### config.mk
export PLATFORM = sky130hd
export DESIGN_NAME = mem_stage_sb
export DESIGN_NICKNAME = d
export VERILOG_FILES = /design/src/rtl/mem_stage_pkg.sv /design/src/rtl/mem_sb_fifo.sv /design/src/rtl/mem_stage_sb.sv
export SDC_FILE = /design/constraint.sdc
export NUM_CORES = 1
export LEC_CHECK = 0
export ABC_AREA = 1
export CAP_MARGIN = 20
export CORE_ASPECT_RATIO = 2
export CORE_MARGIN = 2
export CORE_UTILIZATION = 60
export CTS_BUF_LIST = sky130_fd_sc_hd__clkbuf_4
export DETAILED_ROUTE_END_ITERATION = 8
export GPL_TIMING_DRIVEN = 0
export HOLD_SLACK_MARGIN = 0.12
export PLACE_DENSITY_LB_ADDON = 0.15
export SLEW_MARGIN = 10
export SYNTH_ARGS = -nofsm -noshare
export SYNTH_HDL_FRONTEND = slang
export SYNTH_SLANG_ARGS = --single-unit
### constraint.sdc
create_clock -name clk -period 11.9 [get_ports clk]
set_input_delay 2.38 -clock clk [delete_from_list [all_inputs] [get_ports clk]]
set_output_delay 2.38 -clock clk [all_outputs]
set_load 0.01 [all_outputs]
### src/rtl/mem_stage_pkg.sv
// rtl/mem_stage_pkg.sv - shared types and constants for the memory stage
// Purpose: load FSM state encoding and control-bus bit positions used by
//          mem_stage_sb and mem_sb_fifo.
// Ports:   none (package).
package mem_stage_pkg;

  typedef enum logic [1:0] {
    ST_IDLE    = 2'd0,
    ST_LD_REQ  = 2'd1,
    ST_LD_WAIT = 2'd2
  } mem_state_e;

  localparam int CM_LOAD_BIT  = 0;
  localparam int CM_STORE_BIT = 1;

endpackage

### src/rtl/mem_sb_fifo.sv
// rtl/mem_sb_fifo.sv - store buffer: circular storage, pointers, count, forwarding match
// Purpose: holds committed stores {addr, data} until they drain to memory.
//          Under MEM_SB_FWD_EN a match port reports the youngest entry whose
//          address equals match_addr; without the macro no comparators exist.
// Ports:
//   clk, rst               clock, asynchronous active-low reset
//   push, push_addr/data   write at tail
//   pop                    retire head
//   head_addr/head_data    oldest entry
//   count                  occupied entries
//   match_addr/hit/data    forwarding lookup (MEM_SB_FWD_EN only)
module mem_sb_fifo
  import mem_stage_pkg::*;
#(
  parameter int XLEN     = 32,
  parameter int SB_DEPTH = 4
) (
  input  logic                       clk,
  input  logic                       rst,
  input  logic                       push,
  input  logic [XLEN-1:0]            push_addr,
  input  logic [XLEN-1:0]            push_data,
  input  logic                       pop,
  output logic [XLEN-1:0]            head_addr,
  output logic [XLEN-1:0]            head_data,
  output logic [$clog2(SB_DEPTH):0]  count
`ifdef MEM_SB_FWD_EN
  ,
  input  logic [XLEN-1:0]            match_addr,
  output logic                       match_hit,
  output logic [XLEN-1:0]            match_data
`endif
);

  localparam int PW = $clog2(SB_DEPTH);
  localparam int CW = PW + 1;

  logic [PW-1:0]   head_q, head_d;
  logic [PW-1:0]   tail_q, tail_d;
  logic [CW-1:0]   count_q, count_d;
  logic [XLEN-1:0] addr_mem [SB_DEPTH];
  logic [XLEN-1:0] data_mem [SB_DEPTH];

  // Depth is a power of two, so pointer overflow is the modulo wrap.
  always_comb begin
    head_d  = head_q;
    tail_d  = tail_q;
    count_d = count_q;
    if (push) tail_d = tail_q + 1'b1;
    if (pop)  head_d = head_q + 1'b1;
    case ({push, pop})
      2'b10:   count_d = count_q + 1'b1;
      2'b01:   count_d = count_q - 1'b1;
      default: count_d = count_q;
    endcase
  end

  always_ff @(posedge clk or negedge rst) begin
    if (!rst) begin
      head_q  <= '0;
      tail_q  <= '0;
      count_q <= '0;
    end else begin
      head_q  <= head_d;
      tail_q  <= tail_d;
      count_q <= count_d;
    end
  end

  // Contents need no reset: count=0 makes every slot dead.
  always_ff @(posedge clk) begin
    if (push) begin
      addr_mem[tail_q] <= push_addr;
      data_mem[tail_q] <= push_data;
    end
  end

  assign head_addr = addr_mem[head_q];
  assign head_data = data_mem[head_q];
  assign count     = count_q;

`ifdef MEM_SB_FWD_EN
  logic [PW-1:0] scan_idx;

  // Walk oldest to youngest so the last live hit is the youngest store.
  always_comb begin
    match_hit  = 1'b0;
    match_data = '0;
    scan_idx   = head_q;
    for (int i = 0; i < SB_DEPTH; i++) begin
      scan_idx = head_q + PW'(i);
      if ((CW'(i) < count_q) && (addr_mem[scan_idx] == match_addr)) begin
        match_hit  = 1'b1;
        match_data = data_mem[scan_idx];
      end
    end
  end
`endif

endmodule

### src/rtl/mem_stage_sb.sv
// rtl/mem_stage_sb.sv - pipeline memory stage with store buffer and load FSM
// Purpose: registers ALU/flag/writeback results (latency 1), buffers stores and
//          drains them to memory when idle, and runs loads through
//          IDLE -> LD_REQ -> LD_WAIT. Optional macro MEM_SB_FWD_EN enables
//          store-to-load forwarding from the buffer.
// Ports:
//   clk, rst                    clock, asynchronous active-low reset
//   stall                       hold registered outputs, block acceptance
//   in_valid/in_ready           op handshake
//   alu_in, wdata_in, Z_in      op payload; cntrl_m_in bit0 load, bit1 store
//   cntrl_w_in                  writeback control passed through
//   out_valid, alu_out, mem_out, Z_out, cntrl_w_out   registered results
//   dmem_req/we/addr/wdata      memory request; dmem_gnt accepts it
//   dmem_rvalid/dmem_rdata      load return
//   sb_count                    store-buffer occupancy
module mem_stage_sb
  import mem_stage_pkg::*;
#(
  parameter int XLEN     = 32,
  parameter int SB_DEPTH = 4,
  parameter int CTRL_W   = 16
) (
  input  logic                       clk,
  input  logic                       rst,
  input  logic                       stall,
  input  logic                       in_valid,
  output logic                       in_ready,
  input  logic [XLEN-1:0]            alu_in,
  input  logic [XLEN-1:0]            wdata_in,
  input  logic [3:0]                 Z_in,
  input  logic [CTRL_W-1:0]          cntrl_m_in,
  input  logic [CTRL_W-1:0]          cntrl_w_in,
  output logic                       out_valid,
  output logic [XLEN-1:0]            alu_out,
  output logic [XLEN-1:0]            mem_out,
  output logic [3:0]                 Z_out,
  output logic [CTRL_W-1:0]          cntrl_w_out,
  output logic                       dmem_req,
  output logic                       dmem_we,
  output logic [XLEN-1:0]            dmem_addr,
  output logic [XLEN-1:0]            dmem_wdata,
  input  logic                       dmem_gnt,
  input  logic                       dmem_rvalid,
  input  logic [XLEN-1:0]            dmem_rdata,
  output logic [$clog2(SB_DEPTH):0]  sb_count
);

  localparam int CW = $clog2(SB_DEPTH) + 1;

  mem_state_e        state_q, state_d;
  logic              out_valid_q, out_valid_d;
  logic [XLEN-1:0]   alu_out_q, alu_out_d;
  logic [XLEN-1:0]   mem_out_q, mem_out_d;
  logic [3:0]        z_out_q, z_out_d;
  logic [CTRL_W-1:0] cntrl_w_out_q, cntrl_w_out_d;
  // Load context captured at acceptance; ld_alu doubles as the read address.
  logic [XLEN-1:0]   ld_alu_q, ld_alu_d;
  logic [3:0]        ld_z_q, ld_z_d;
  logic [CTRL_W-1:0] ld_cw_q, ld_cw_d;
  // Read data that returned while stalled waits here until the stall clears.
  logic [XLEN-1:0]   ld_data_q, ld_data_d;
  logic              ld_pend_q, ld_pend_d;
  // Keeps in_ready low until the first edge after reset release.
  logic              rdy_en_q;

  logic              is_load, is_store, accept;
  logic              sb_push, sb_pop;
  logic [XLEN-1:0]   sb_head_addr, sb_head_data;
  logic              unused_cm;

  assign is_load   = cntrl_m_in[CM_LOAD_BIT];
  assign is_store  = cntrl_m_in[CM_STORE_BIT] & ~cntrl_m_in[CM_LOAD_BIT];
  assign unused_cm = ^cntrl_m_in;

`ifdef MEM_SB_FWD_EN
  logic              fwd_hit;
  logic [XLEN-1:0]   fwd_data;
`endif

  mem_sb_fifo #(
    .XLEN     (XLEN),
    .SB_DEPTH (SB_DEPTH)
  ) u_sb (
    .clk        (clk),
    .rst        (rst),
    .push       (sb_push),
    .push_addr  (alu_in),
    .push_data  (wdata_in),
    .pop        (sb_pop),
    .head_addr  (sb_head_addr),
    .head_data  (sb_head_data),
    .count      (sb_count)
`ifdef MEM_SB_FWD_EN
    ,
    .match_addr (alu_in),
    .match_hit  (fwd_hit),
    .match_data (fwd_data)
`endif
  );

  always_comb begin
    state_d       = state_q;
    out_valid_d   = stall ? out_valid_q : 1'b0;
    alu_out_d     = alu_out_q;
    mem_out_d     = mem_out_q;
    z_out_d       = z_out_q;
    cntrl_w_out_d = cntrl_w_out_q;
    ld_alu_d      = ld_alu_q;
    ld_z_d        = ld_z_q;
    ld_cw_d       = ld_cw_q;
    ld_data_d     = ld_data_q;
    ld_pend_d     = ld_pend_q;
    in_ready      = 1'b0;
    dmem_req      = 1'b0;
    dmem_we       = 1'b0;
    dmem_addr     = '0;
    dmem_wdata    = '0;
    sb_push       = 1'b0;
    sb_pop        = 1'b0;

    // A pending load result owns the output registers, so nothing new enters.
    if (rdy_en_q && !stall && (state_q == ST_IDLE) && !ld_pend_q) begin
      if (is_load) begin
`ifdef MEM_SB_FWD_EN
        in_ready = 1'b1;
`else
        in_ready = (sb_count == '0);
`endif
      end else if (is_store) begin
        // Uses registered count: a same-cycle pop never makes room.
        in_ready = (sb_count < CW'(SB_DEPTH));
      end else begin
        in_ready = 1'b1;
      end
    end
    accept = in_valid && in_ready;

    case (state_q)
      ST_IDLE: begin
        if (sb_count != '0) begin
          dmem_req   = 1'b1;
          dmem_we    = 1'b1;
          dmem_addr  = sb_head_addr;
          dmem_wdata = sb_head_data;
          sb_pop     = dmem_gnt;
        end
        if (accept && is_load) begin
`ifdef MEM_SB_FWD_EN
          if (fwd_hit) begin
            out_valid_d   = 1'b1;
            alu_out_d     = alu_in;
            mem_out_d     = fwd_data;
            z_out_d       = Z_in;
            cntrl_w_out_d = cntrl_w_in;
          end else
`endif
          begin
            state_d  = ST_LD_REQ;
            ld_alu_d = alu_in;
            ld_z_d   = Z_in;
            ld_cw_d  = cntrl_w_in;
          end
        end else if (accept) begin
          out_valid_d   = 1'b1;
          alu_out_d     = alu_in;
          mem_out_d     = '0;
          z_out_d       = Z_in;
          cntrl_w_out_d = cntrl_w_in;
          sb_push       = is_store;
        end
        if (ld_pend_q && !stall) begin
          out_valid_d   = 1'b1;
          alu_out_d     = ld_alu_q;
          mem_out_d     = ld_data_q;
          z_out_d       = ld_z_q;
          cntrl_w_out_d = ld_cw_q;
          ld_pend_d     = 1'b0;
        end
      end
      ST_LD_REQ: begin
        dmem_req  = 1'b1;
        dmem_addr = ld_alu_q;
        if (dmem_gnt) state_d = ST_LD_WAIT;
      end
      ST_LD_WAIT: begin
        if (dmem_rvalid) begin
          state_d = ST_IDLE;
          if (!stall) begin
            out_valid_d   = 1'b1;
            alu_out_d     = ld_alu_q;
            mem_out_d     = dmem_rdata;
            z_out_d       = ld_z_q;
            cntrl_w_out_d = ld_cw_q;
          end else begin
            ld_pend_d = 1'b1;
            ld_data_d = dmem_rdata;
          end
        end
      end
      default: state_d = ST_IDLE;
    endcase
  end

  always_ff @(posedge clk or negedge rst) begin
    if (!rst) begin
      state_q       <= ST_IDLE;
      out_valid_q   <= 1'b0;
      alu_out_q     <= '0;
      mem_out_q     <= '0;
      z_out_q       <= '0;
      cntrl_w_out_q <= '0;
      ld_alu_q      <= '0;
      ld_z_q        <= '0;
      ld_cw_q       <= '0;
      ld_data_q     <= '0;
      ld_pend_q     <= 1'b0;
      rdy_en_q      <= 1'b0;
    end else begin
      state_q       <= state_d;
      out_valid_q   <= out_valid_d;
      alu_out_q     <= alu_out_d;
      mem_out_q     <= mem_out_d;
      z_out_q       <= z_out_d;
      cntrl_w_out_q <= cntrl_w_out_d;
      ld_alu_q      <= ld_alu_d;
      ld_z_q        <= ld_z_d;
      ld_cw_q       <= ld_cw_d;
      ld_data_q     <= ld_data_d;
      ld_pend_q     <= ld_pend_d;
      rdy_en_q      <= 1'b1;
    end
  end

  assign out_valid   = out_valid_q;
  assign alu_out     = alu_out_q;
  assign mem_out     = mem_out_q;
  assign Z_out       = z_out_q;
  assign cntrl_w_out = cntrl_w_out_q;

endmodule
==> flow_metrics.tcl <==
set metrics [dict create \
    worstHoldEndpoint "alu_out[10]" \
    detailroute.via_count 14700 \
    cts_setup_buffers 0 \
    final-max-slew-violation-count 0 \
    power.switching_fraction 0.363 \
    tns_ns 0 \
    vdd.ir_drop.worst_v 0.000150 \
    cts_tree "yes" \
    drv_cap 0 \
    cellInternalPower_mw 3.30 \
    fin_crit_sh 0.541 \
    postRouteWirelength_um 49300 \
    postSynthAreaPerCell_um2 10.3 \
    comb_power_share 0.399 \
    hold-path-cell-count 2 \
    maxClockFrequency_mhz 155 \
    die-width_um 127 \
    cts_inserted_buffers 94 \
    cts_max_path_buffers 3 \
    max_stage_delay_ns 0.58 \
    r2r_slack_ns 8.81 \
    synth.most_common_cell "nand2_1" \
    netlist_top_cells_count "nand2_1 (318), edfxtp_1 (256), o21ai_0 (254)" \
    power.share.clock 0.231 \
    crit_path_start_kind "primary input" \
    required_ns 9.52 \
    route.detailed.wl_per_inst_um 19.0 \
    final_critical_path_required_period_ns 6.44 \
    design.die.area_um2 31700 \
    setup_violations 0 \
    critical_path.cell_chain "clkdlybuf4s50_1 > nor2_1 > nand3_1 > nor2_2 > and2_1 > clkdlybuf4s50_1" \
    critical_path.slowest_cell "clkdlybuf4s50_1" \
    hpwlAfterDp_um 32600 \
    root_buffer "clkbuf_4" \
    synth_sequential_area_ratio 0.674 \
    critPathMostFrequentCell "clkdlybuf4s50_1" \
    powerDensity_nw_per_um2 226 \
    synth-seq-cells 436 \
    maximum_fanout_along_the_worst_path 7 \
    synthArstFlopShare 0.413 \
    power.switching_mw 1.88 \
    share_of_the_synthesized_area_in_the_top_cell_type 0.425 \
    worst_r2r_startpoint "state_q[1]" \
    number_of_antenna_violations_at_the_first_check_in_global_routing 5 \
    worstSetupPathType "primary input to primary output" \
    drive_above_1_share 0.102 \
    final_hold_viol_count 0 \
    synth_enable_flop_cells 256 \
    timing.critical_path.max_delay_family "buffers and inverters" \
    syn-cell-area_um2 18100 \
    pin_count_of_the_biggest_net_entering_global_routing 73 \
    worst_skew_pair.late_latency_ns 0.76 \
    fin_skew_ns 0.0388 \
    critical_path.n_buffers_inverters 2 \
    rsz0062_at_grt "false" \
    synth_cells 1760 \
    hold_path_class "register to register" \
    tightest_slew_ns 0.710 \
    design.final.nets 2289 \
    pre_cts_slack_ns 5.46 \
    first_global_vias 14800 \
    start_util 0.604 \
    yosys_warnings 0 \
    syn_to_final_growth_pct 26.7 \
    seq_power_share 0.370 \
    detail_route.iter0.violations 1289 \
    cts_max_level 3 \
    critical_path.reg2reg.endpoint "u_sb.data_mem[0][24]" \
    global_route_wire_length_before_repair_um 76400 \
    critical_path_arrival_ns 4.06 \
    worst_r2r_path_depth 9 \
    worst_hold_startpoint "alu_out[10]" \
    max-slew-margin-rel 0.526 \
    die_h_um 250 \
    drt-vias-per-instance 5.64 \
    synth_top_area_cell "edfxtp_1" \
    power.leakage_nw 9.44 \
    grt_use_total 0.310 \
    router_iterations_before_antenna_repair 6 \
    report.power.total_mw 5.18 \
    io_pins 293 \
    drc_errors 0 \
    placementRows 90 \
    run_status "completed" \
    crit_path_end_kind "primary output" \
    globalRouteOverflowTotal 0 \
    routabilityCongestion 0.842 \
    post-route-worst-setup-slack_ns 5.46 \
    coreArea_um2 30000 \
    syn-num-nets 1904 \
    path_clk_slew_ns 0.06 \
    number_of_hold_buffers_added_after_cts 0 \
    ctsResizeCount 0 \
    drt.antenna.violating_nets 0 \
    netlist_top_cells_area "edfxtp_1 (42%), dfrtp_1 (25%), o21ai_0 (7.0%), nand2_1 (6.6%), nor2_1 (5.0%)" \
    synth_top_flop_cell "edfxtp_1" \
    clk_sinks 436 \
    buffer_ports.inserted 278 \
    synth.distinct_cells 29 \
]
==> power by group through the flow <==
stage / sequential, mW / clock [mW] / combinational, mW
after global placement: 1.94 / 0 / 2.00
after CTS: 1.91 / 1.21 / 2.06
after global routing: 1.94 / 1.28 / 2.24
after floorplan: 1.97 / 0 / 0.977
after detailed placement: 1.94 / 0 / 2.04
final: 1.92 / 1.19 / 2.06
==> cell families after synthesis <==
family / count (synthesis) / synth area share
buf+inv: 225 / 0.0536
compound gates: 400 / 0.113
xor+xnor: 5 / 0.00242
flops: 436 / 0.674
fa+ha+maj: 6 / 0.00456
other cells: 1 / 0.000207
simple gates: 687 / 0.152
==> per-stage QoR <==
stage | util | hold WS (ns) | instances | area (um2)
after floorplan | - | 0.453 | 1760 | 18100
after global placement | 0.712 | 0.453 | 2406 | 21300
after detailed placement | 0.722 | 0.457 | 2417 | 21600
after CTS | 0.765 | 0.474 | 2593 | 22900
after global routing | 0.765 | 0.486 | 2598 | 22900
final | 0.765 | 0.470 | 2598 | 22900
==> area by class of cell <==
| type | count | area (um2) |
|---|---|---|
| tap | 368 | 460 |
| timing repair buffer | 289 | 3040 |
| sequential | 436 | 12200 |
| buffer | 116 | 556 |
| antenna | 5 | 12.5 |
| fill | 2079 | 7030 |
| multi-input combinational | 1099 | 4970 |
| clock inverter | 34 | 216 |
| inverter | 109 | 414 |
| clock buffer | 142 | 1070 |
==> cells in the final DEF, fill, tap and decap left out, types with 5 or more instances in the layout <==
cell / instances
buf_4: 8
clkdlybuf4s50_1: 277
o21ai_0: 254
diode_2: 5
nand3_1: 121
o21ai_1: 44
ha_1: 5
nand2_1: 318
clkbuf_4: 142
a21oi_1: 67
dfrtp_1: 180
buf_6: 6
buf_2: 36
o22ai_1: 32
clkbuf_1: 62
buf_12: 7
inv_1: 107
clkinv_1: 23
clkinv_2: 8
edfxtp_1: 256
nor2_1: 236
==> state kept, by name, indices dropped and copies added (netlist names) <==
signal         count
u_sb.addr_mem    128
ld_pend_q          1
ld_data_q         32
state_q            2
out_valid          1
cntrl_w_out       16
rdy_en_q           1
ld_z_q             4
u_sb.tail_q        2
ld_cw_q           16
u_sb.count         3
mem_out           32
u_sb.data_mem    128
u_sb.head_q        2
ld_alu_q          32
alu_out           32
Z_out              4
==> worst register-to-register path, cell delays in order (launching register included) <==
cell and delay (ns):
dfrtp_1 0.41, nor2_1 0.18, nand3_1 0.12, nor2_2 0.16, nand3_1 0.11, nor2_1 0.32, inv_1 0.30, nor2_4 0.62
buf_12 0.29, buf_12 0.23
==> routing by layer <==
layer,vias up,share of wire,global-route usage
met3,149,0.078,0.0579
met5,-,0,0
li1,6792,-,-
met2,737,0.50,0.504
met4,0,0.044,0.169
met1,6986,0.38,0.394
==> how the worst max path moves through the flow <==
stage / from / endpoint / slack (ns) / cells after the start
finish: stall / in_ready / 5.46 / 6
floorplan: stall / u_sb.addr_mem[0][0] / 5.62 / 7
global placement: rst / alu_out[22] / 0.83 / 1
global route: stall / in_ready / 5.35 / 6
detailed placement: stall / in_ready / 5.46 / 6
CTS: stall / in_ready / 5.46 / 6
(Power assumes the default switching activity.)
==> variant: new RTL, config.mk and constraints unchanged <==
`mem_out_q` no longer has a reset.
--- a/src/rtl/mem_stage_sb.sv
+++ b/src/rtl/mem_stage_sb.sv
@@ -207,5 +207,4 @@
       out_valid_q   <= 1'b0;
       alu_out_q     <= '0;
-      mem_out_q     <= '0;
       z_out_q       <= '0;
       cntrl_w_out_q <= '0;
@@ -220,5 +219,4 @@
       out_valid_q   <= out_valid_d;
       alu_out_q     <= alu_out_d;
-      mem_out_q     <= mem_out_d;
       z_out_q       <= z_out_d;
       cntrl_w_out_q <= cntrl_w_out_d;
@@ -232,4 +230,8 @@
   end
 
+  always_ff @(posedge clk) begin
+    mem_out_q <= mem_out_d;
+  end
+
   assign out_valid   = out_valid_q;
   assign alu_out     = alu_out_q;
Function: no difference found for any inputs over 4 cycles, from zero or initial values and one cycle with rst low; that may be too few to reach the edited logic, so the function may still have changed.
==> variant against the original RTL <==
  * Final cell count decreased by 5.0%
  * Via count decreased by 4.5%
  * Sequential power increased by 3%
  * Design area decreased by 1.6%
  * Wire length increased by 2.7%
  * Sequential cell count unchanged
  * Setup slack improved by 0.041 ns
  * Total power increased by 0.41%
  * Synthesized area decreased by 0.94%
  * Register-to-register slack about the same
  * Critical path type unchanged
  * Largest cell class unchanged
==> variant: results (changes against the original RTL) <==
Buffers excl. clock=390 (was 405); gr usage total=32.1% (was 31.0%); critical path fanouts, max=4 (was 7); layout net count=2173 (was 2289); Max VDD drop=0.000137 V (was 0.000150 V); Crit path arrival time=4.02 ns (was 4.06 ns); # clk buffers=140 (was 142); Detail Placement HPWL=36.3 mm (was 32.6 mm); Post-synth ARST share=33.9% (was 41.3%); multi-input combinational area share=20.6% (was 21.7%); Num CTS Buffers=89 (was 94); Top FF cell, synth=edfxtp_1 (unchanged); Buffers on Ports=277 (was 278); deepest clock path buffer count=3 (unchanged); LEAKAGE=8.98 nW (was 9.44 nW); metal3 WL=3.82 mm (was 3.87 mm); Syn Nets=1796 (was 1904); Non-clock buffer share=15.7% (about the same); share of cells above drive strength 1=11.0% (was 10.2%); FILL cells=1960 (was 2079); register area share after synthesis=68.9% (was 67.4%); hold path start=alu_out[0]$_DFFE_PN0P_ (was alu_out[10]$_DFFE_PN0P_); Synth cell types=34 (was 29); met3 Use GR=8.48% (was 5.79%); Gate Count Post-Synth=1652 (was 1760); yosys warns=0 (unchanged); Cell Count, Final, Fillers Out=2467 (was 2598); Vias=14006 (was 14664); DRT Wirelength=50.6 mm (was 49.3 mm); PostCTS Resize Cnt=0 (unchanged); worst setup path startpoint=cntrl_m_in[0] (was stall); Placed Cells=2302 (was 2417); Seq/total area=54.8% (was 53.2%); type of the worst min-delay path=reg2reg (unchanged); global-route wire length before repair=77.3 mm (was 76.4 mm); DR iter-0 viols=1029 (was 1289); vias in the first global route=14775 (was 14760); 1st-pass router iterations=6 (unchanged); Final Skew=0.0411 ns (was 0.0388 ns); routability cong.=0.892 (was 0.842); H-Tree Depth=3 (unchanged); clk slew on worst S/H paths=approximately 0.070 ns; # diodes=5 (unchanged); status=completed (unchanged); ClkCell Share=5.02% (was 5.60%); most frequent cells after synthesis=edfxtp_1 (288), nor2_1 (253), o21ai_0 (246) (was nand2_1 (318), edfxtp_1 (256), o21ai_0 (254)); clock sinks=436 (unchanged); antenna violations before repair=4 (was 5); largest net degree at the start of global routing=107 (was 73); Worst path max stage delay=0.55 ns (was 0.58 ns); GR met1 Demand/Resource=31.5% (was 39.4%); top cells by area, synth=edfxtp_1 (48%), dfrtp_1 (21%), o21ai_0 (6.9%) (was edfxtp_1 (42%), dfrtp_1 (25%), o21ai_0 (7.0%)); met1 wire length=16.1 mm (was 18.7 mm); FF-to-FF Start=state_q[0]$_DFFE_PN0P_ (was state_q[1]$_DFFE_PN0P_); M2 GR Usage=59.6% (was 50.4%); met2 WL=28.0 mm (was 24.5 mm); multi-input gate count=1003 (was 1099); Post-synth EDFFs=288 (was 256); worst slew pin tran=0.814 ns (was 0.710 ns); Worst-Skew Late Latency=0.79 ns (was 0.76 ns)
-- variant: changes by cell type in the layout (fill, tap and decap cells not counted), moves of 13 or more --
cell      delta
nor2_1      +13
dfrtp_1     -32
nand3_1     -34
a21oi_1     +17
clkbuf_1    -15
buf_2       -13
nand2_1     -85
edfxtp_1    +32
-- variant: tightest hold or removal path, delay by kind of cell (launching register included) --
kind	cells	cell delay, ns
flip-flops	1	0.34
AND/OR/NAND/NOR	2	0.10
-- variant: path summary, 6_finish.rpt --
check | end | slack, ns | cells past startpoint
setup / recovery | in_ready | 5.50 | 7
hold / removal | alu_out[0]$_DFFE_PN0P_ | 0.47 | 2
setup reg to reg | u_sb.addr_mem[3][14]$_DFFE_PP_ | 8.80 | 9
hold reg to reg | alu_out[0]$_DFFE_PN0P_ | 0.47 | 2
max in group asynchronous | Z_out[0]$_DFFE_PN0P_ | 9.52 | 2
min in group asynchronous | ld_cw_q[5]$_DFFE_PN0P_ | 1.48 | 1
-- variant: power breakdown --
part / switching, W / internal (W) / total (W)
sequential: 0.000114 / 0.00186 / 0.00197
clock: 0.000557 / 0.000534 / 0.00109
combinational: 0.00124 / 0.000897 / 0.00213
-- variant: kinds of logic after synthesis --
family | synth area share (%)
simple gates | 13.4
other cells | 0.0209
buf+inv | 5.42
compound gates | 11.6
flops | 68.9
xor+xnor | 0.244
fa+ha+maj | 0.461
-- variant: per-stage QoR --
step	utilization, %	setup WS [ns]	instance area (µm²)	hold slack, ns
finish	76.4	5.50	22500	0.470
global route	76.4	5.44	22500	0.501
CTS	76.4	5.51	22500	0.475
detailed placement	72.5	5.52	21400	0.457
global placement	71.7	2.23	21200	0.455
floorplan	-	5.47	17900	0.453
